==> src/rtl/carry_select_pipe.sv <==
// rtl/carry_select_pipe.sv - pipelined carry-select adder with valid/ready handshake
//
// Purpose:
//    Computes {c_out, o_sum} = i_a + i_b + c_in over STAGES pipeline stages.
//    Stage k adds operand slice k (WIDTH/STAGES bits) using BLK-bit
//    carry-select blocks. The inter-stage carry, the partial sum and the
//    not-yet-added upper operand bits travel in pipeline registers. The whole
//    pipeline advances when o_ready is high, so bubbles advance too.
//
// Parameters:
//    WIDTH  - operand and sum width
//    BLK    - carry-select block width
//    STAGES - number of pipeline stages (= latency in cycles)
//
// Ports:
//    i_clk   in   clock, rising edge
//    i_rst   in   synchronous active-high reset
//    i_a     in   operand A [WIDTH]
//    i_b     in   operand B [WIDTH]
//    c_in    in   carry into bit 0
//    i_valid in   operands valid
//    o_ready out  input accepted this cycle when i_valid is high
//    o_sum   out  registered sum [WIDTH]
//    c_out   out  registered carry out of the MSB
//    o_ovf   out  signed overflow, only with CSP_OVF_EN defined
//    o_valid out  o_sum/c_out hold a result
//    i_ready in   downstream accepts the result
//
// Build option:
//    CSP_OVF_EN - adds the registered o_ovf output.

module carry_select_pipe #(
   parameter int WIDTH  = 16,
   parameter int BLK    = 4,
   parameter int STAGES = 2
) (
   input  logic             i_clk,
   input  logic             i_rst,
   input  logic [WIDTH-1:0] i_a,
   input  logic [WIDTH-1:0] i_b,
   input  logic             c_in,
   input  logic             i_valid,
   output logic             o_ready,
   output logic [WIDTH-1:0] o_sum,
   output logic             c_out,
`ifdef CSP_OVF_EN
   output logic             o_ovf,
`endif
   output logic             o_valid,
   input  logic             i_ready
);

   localparam int SLICE = WIDTH / STAGES;
   localparam int NBLK  = SLICE / BLK;

   if (((WIDTH % STAGES) != 0) || ((SLICE % BLK) != 0)) begin : g_bad_cfg
      $fatal(1, "carry_select_pipe: WIDTH must divide by STAGES and WIDTH/STAGES by BLK");
   end

   // One slice of carry-select addition: every block forms both candidate
   // sums up front, the ripple between blocks is only a mux select.
   function automatic logic [SLICE:0] csel_add(
      input logic [SLICE-1:0] a,
      input logic [SLICE-1:0] b,
      input logic             cin
   );
      logic [BLK:0]   s0;
      logic [BLK:0]   s1;
      logic [SLICE-1:0] sum;
      logic           cy;
      cy  = cin;
      sum = '0;
      for (int j = 0; j < NBLK; j++) begin
         s0 = {1'b0, a[j*BLK +: BLK]} + {1'b0, b[j*BLK +: BLK]};
         s1 = {1'b0, a[j*BLK +: BLK]} + {1'b0, b[j*BLK +: BLK]} + {{BLK{1'b0}}, 1'b1};
         sum[j*BLK +: BLK] = cy ? s1[BLK-1:0] : s0[BLK-1:0];
         cy = cy ? s1[BLK] : s0[BLK];
      end
      return {cy, sum};
   endfunction

   logic [WIDTH-1:0] r_a   [STAGES];
   logic [WIDTH-1:0] r_b   [STAGES];
   logic [WIDTH-1:0] r_sum [STAGES];
   logic             r_cy  [STAGES];
   logic             r_v   [STAGES];

   logic [WIDTH-1:0] w_a_in [STAGES];
   logic [WIDTH-1:0] w_b_in [STAGES];
   logic [WIDTH-1:0] w_s_in [STAGES];
   logic             w_c_in [STAGES];
   logic             w_v_in [STAGES];
   logic [SLICE:0]   w_res  [STAGES];
   logic [WIDTH-1:0] w_s_nx [STAGES];
   logic             w_c_nx [STAGES];

   always_comb begin
      for (int k = 0; k < STAGES; k++) begin
         if (k == 0) begin
            w_a_in[k] = i_a;
            w_b_in[k] = i_b;
            w_s_in[k] = '0;
            w_c_in[k] = c_in;
            w_v_in[k] = i_valid;
         end else begin
            // index kept in range even in the branch not taken for k == 0
            w_a_in[k] = r_a[(k == 0) ? 0 : k - 1];
            w_b_in[k] = r_b[(k == 0) ? 0 : k - 1];
            w_s_in[k] = r_sum[(k == 0) ? 0 : k - 1];
            w_c_in[k] = r_cy[(k == 0) ? 0 : k - 1];
            w_v_in[k] = r_v[(k == 0) ? 0 : k - 1];
         end
         w_res[k] = csel_add(w_a_in[k][k*SLICE +: SLICE],
                             w_b_in[k][k*SLICE +: SLICE],
                             w_c_in[k]);
         // slices at and above k are still zero in the incoming partial sum
         w_s_nx[k] = w_s_in[k];
         w_s_nx[k][k*SLICE +: SLICE] = w_res[k][SLICE-1:0];
         w_c_nx[k] = w_res[k][SLICE];
      end
   end

   always_ff @(posedge i_clk) begin
      if (i_rst) begin
         for (int k = 0; k < STAGES; k++) begin
            r_v[k]   <= 1'b0;
            r_cy[k]  <= 1'b0;
            r_sum[k] <= '0;
            r_a[k]   <= '0;
            r_b[k]   <= '0;
         end
      end else if (o_ready) begin
         for (int k = 0; k < STAGES; k++) begin
            r_v[k]   <= w_v_in[k];
            r_cy[k]  <= w_c_nx[k];
            r_sum[k] <= w_s_nx[k];
            r_a[k]   <= w_a_in[k];
            r_b[k]   <= w_b_in[k];
         end
      end
   end

`ifdef CSP_OVF_EN
   logic r_ovf;

   // operand MSBs are taken at the last stage input so the flag lines up
   // with the sum it describes
   always_ff @(posedge i_clk) begin
      if (i_rst) begin
         r_ovf <= 1'b0;
      end else if (o_ready) begin
         r_ovf <= (w_a_in[STAGES-1][WIDTH-1] == w_b_in[STAGES-1][WIDTH-1]) &&
                  (w_s_nx[STAGES-1][WIDTH-1] != w_a_in[STAGES-1][WIDTH-1]);
      end
   end

   assign o_ovf = r_ovf;
`endif

   assign o_sum   = r_sum[STAGES-1];
   assign c_out   = r_cy[STAGES-1];
   assign o_valid = r_v[STAGES-1];
   // forced high during reset so upstream never sees a stall there
   assign o_ready = i_rst || !o_valid || i_ready;

endmodule

==> config.mk <==
export PLATFORM = sky130hd
export DESIGN_NAME = carry_select_pipe
export DESIGN_NICKNAME = d
export VERILOG_FILES = /design/src/rtl/carry_select_pipe.sv
export SDC_FILE = /design/constraint.sdc
export NUM_CORES = 1
export LEC_CHECK = 0
export CAP_MARGIN = 25
export CORE_MARGIN = 2
export CORE_UTILIZATION = 32
export DETAILED_ROUTE_END_ITERATION = 8
export GPL_ROUTABILITY_DRIVEN = 0
export PLACE_DENSITY = 0.65
export SLEW_MARGIN = 20
export SYNTH_ARGS = -nofsm -noshare
export SYNTH_HDL_FRONTEND = slang
export SYNTH_SLANG_ARGS = --single-unit
==> constraint.sdc <==
create_clock -name i_clk -period 3.1 [get_ports i_clk]
set_input_delay 0.31 -clock i_clk [delete_from_list [all_inputs] [get_ports i_clk]]
set_output_delay 0.31 -clock i_clk [all_outputs]
set_load 0.1 [all_outputs]
==> results.toml <==
[status]
status = "finished clean"

[clock_tree]
cts-root-buf = "clkbuf_8"
tritoncts = "built"
clockBufferDepth = 2
clkLatencyLatePin_ns = 0.29
numCtsBuffers = 5
clk_pin_slew_ns = 0.07
cts.sinks = 44
htreeDepth = 2
hold_buffers = 0

[hold_path]
min-delay-start = "r_sum[0][7]$_SDFFCE_PN0P_"
holdPathEnd = "r_sum[0][23]$_SDFFCE_PN0P_"
hold_path_depth = 1
min_path_type = "flop to flop"

[setup_path]
r2r_end = "r_cy[0][1]$_SDFFCE_PN0P_"
r2r_cells = 11
arrival_ns = 3.04
cp-end-kind = "flop"
path_cells = "clkdlybuf4s50_1 > ha_1 > fa_1 > ha_1 > nand2_1 > a311o_1 > a211oi_1 > o31ai_4 > or3_1 > a21oi_1"
critPathSlowestCell = "fa_1"
crit_path_start_kind = "input port"
rr_startpoint = "r_b[0][8]$_SDFFCE_PN0P_"
worstPathRequired_ns = 3.23
path_buf_inv = 1
cpMostUsedCell = "ha_1"
crit_fanout = 9
crit_type = "input port to flop"
r2r_setup_slack_ns = 0.27
crit_path_max_incr_delay_ns = 0.51
crit_family = "compound AO/OA/AOI/OAI gates"

[power]
irDropWorstVdd_v = 0.000166
power_frac_seq = 0.455
power.leakage_nw = 1.32
swShare = 0.342
p_per_area_nw_per_um2 = 504
comb_power_share = 0.341
p_clk_frac = 0.205
p_sw_w = 0.000563
p_int_w = 0.00108

[route]
vias = 1677
postRouteAntennaNets = 0
via_per_inst = 4.57
drt-total-wl_um = 4160
wl_per_cell_um = 11.3
dr.first_iter.drc_count = 31
drtPass1Iterations = 4
drc = 0

[layout]
final_common_cell = "clkdlybuf4s50_1"
filler_cell_count = 753
multiInputGateArea_um2 = 1120
final-seq-area_um2 = 1320
drive_gt1_frac = 0.0755
mostFrequentLayoutCells = "53 x clkdlybuf4s50_1, 44 x edfxtp_1, 26 x and2_1"
n_antenna_cell = 0
syn_to_final_growth_pct = 26.8
nNetsFinal = 325

[die]
design.core.area_um2 = 7770
ioPinCount = 56
die_y_um = 93.7
die_x_um = 93.7
start_util = 0.332
rows = 32
dieArea_um2 = 8790

[sta]
slew_violations = 0
worst_pin_slew_ns = 1.00
relSlewSlack = 0.329
finalSetupViolCount = 0
hold-worst-slack_ns = 0.520
fmax_mhz = 343
finalHoldViolCount = 0
period_needed_ns = 2.92
period_share = 0.941
setup_slack_ns = 0.182
rsz0062_at_grt = "false"
finalSetupTns_ns = 0
skew_ns = 0.00689

[job]
max_cap_violations = 0

[global_route]
grt_overflow = 0
antenna_found_initial = 0
grt_pass1_vias = 1613
grt_max_degree = 45
grt_util_all_layers = 0.102
grt_pass1_wl_um = 6990

[synthesis]
seq_area_frac_synth = 0.513
syn_inst = 214
syn_area_um2 = 2580
synth_edf_count = 44
synth_area_per_cell_um2 = 12.0
post_synth_num_cell_types = 33
async_flop_share = 0
ys.flop_type = "edfxtp_1"
yosys_warnings = 0
ys_ff_latch = 44
syn_nets = 275

[place]
dp_slack_ns = -0.121
io_buffer_count = 55
dpl.hpwl_um = 3160
cells in the mapped netlist, drive strengths merged (5+ instances only):
master | instances | area (um2)
nand3 | 7 | 35.0
ha | 20 | 250
buf | 16 | 120
and2 | 27 | 169
o21ai | 8 | 40.0
nand2 | 5 | 18.8
a21oi | 10 | 50.1
xnor2 | 10 | 87.6
xor2 | 7 | 61.3
a21o | 8 | 60.1
nor2 | 16 | 60.1
edfxtp | 44 | 1320
cells by family (layout without fill, tap and decap cells):
group | Yosys count | in the layout | synth area share
adder cells (fa/ha/maj) | 24 | 24 | 0.128
multiplexers | 3 | 3 | 0.0117
AO/OA/AOI/OAI | 37 | 37 | 0.0961
XOR/XNOR | 17 | 17 | 0.0578
flip-flops | 44 | 44 | 0.513
AND/OR/NAND/NOR | 66 | 66 | 0.137
buffers and inverters | 23 | 74 | 0.0568
power by group through the flow:
stage          Combinational (W)  Sequential (W)  Clock (W)
2_1_floorplan           0.000431        0.000771          0
3_3_place_gp            0.000548        0.000762          0
3_5_place_dp            0.000557        0.000764          0
4_1_cts                 0.000558        0.000750   0.000349
5_1_grt                 0.000604        0.000757   0.000372
6_report                0.000561        0.000749   0.000338
cell type report:
class / instances / area share
timing repair buffer: 63 / 0.185
clock buffer: 7 / 0.0233
sequential: 44 / 0.404
inverter: 3 / 0.00344
multi-input combinational: 147 / 0.344
tap: 102 / 0.0390
clock inverter: 1 / 0.00115
per-stage QoR:
step / instance area [um2] / std cells / total power [W] / util
after floorplan: 2580 / 214 / 0.00120 / -
after global placement: 3170 / 358 / 0.00131 / 0.408
after detailed placement: 3170 / 358 / 0.00132 / 0.408
after CTS: 3250 / 366 / 0.00166 / 0.418
after global routing: 3270 / 367 / 0.00173 / 0.421
final: 3270 / 367 / 0.00165 / 0.421
worst max path at each step:
stage | startpoint | end | slack (ns) | cells after the start
floorplan | r_v[0][1]$_SDFFCE_PN0P_ | r_a[0][10]$_SDFFCE_PN0P_ | 0.18 | 1
global placement | i_a[0] | r_cy[0][0]$_SDFFCE_PN0P_ | -0.02 | 10
detailed placement | i_a[0] | r_cy[0][0]$_SDFFCE_PN0P_ | -0.12 | 10
CTS | r_b[0][8]$_SDFFCE_PN0P_ | r_cy[0][1]$_SDFFCE_PN0P_ | 0.16 | 10
global route | r_b[0][8]$_SDFFCE_PN0P_ | r_cy[0][1]$_SDFFCE_PN0P_ | 0.03 | 11
finish | i_a[0] | r_cy[0][0]$_SDFFCE_PN0P_ | 0.18 | 10
what timing repair did:
item | 4_1_cts | 5_1_grt
resized for setup | 0 | 4
hold endpoints to repair | 0 | 0
endpoints found under the setup margin | 0 | 7
buffers inserted | 0 | 1
worst reg2reg max path: cells and delay by family (launching register included):
kind                       cells  cell delay, ns
AOI/OAI and AO/OA              2            0.55
adders and majority gates      3            0.90
buffers and inverters          2            0.30
DFF                            1            0.37
and+or+nand+nor                4            0.44
per-layer routing:
layer | share of wire | vias to the layer above | track usage
met1 | 0.39 | 775 | 0.101
met4 | 0.013 | 0 | 0.0326
met5 | 0 | - | 0
met3 | 0.049 | 6 | 0.0289
li1 | - | 860 | -
met2 | 0.55 | 36 | 0.201
state kept, by name, indices dropped and copies added (netlist names):
| name | count |
|---|---|
| r_v | 2 |
| r_a | 8 |
| r_b | 8 |
| r_sum | 24 |
| r_cy | 2 |
Note: power is estimated with default switching activity, not from simulation.
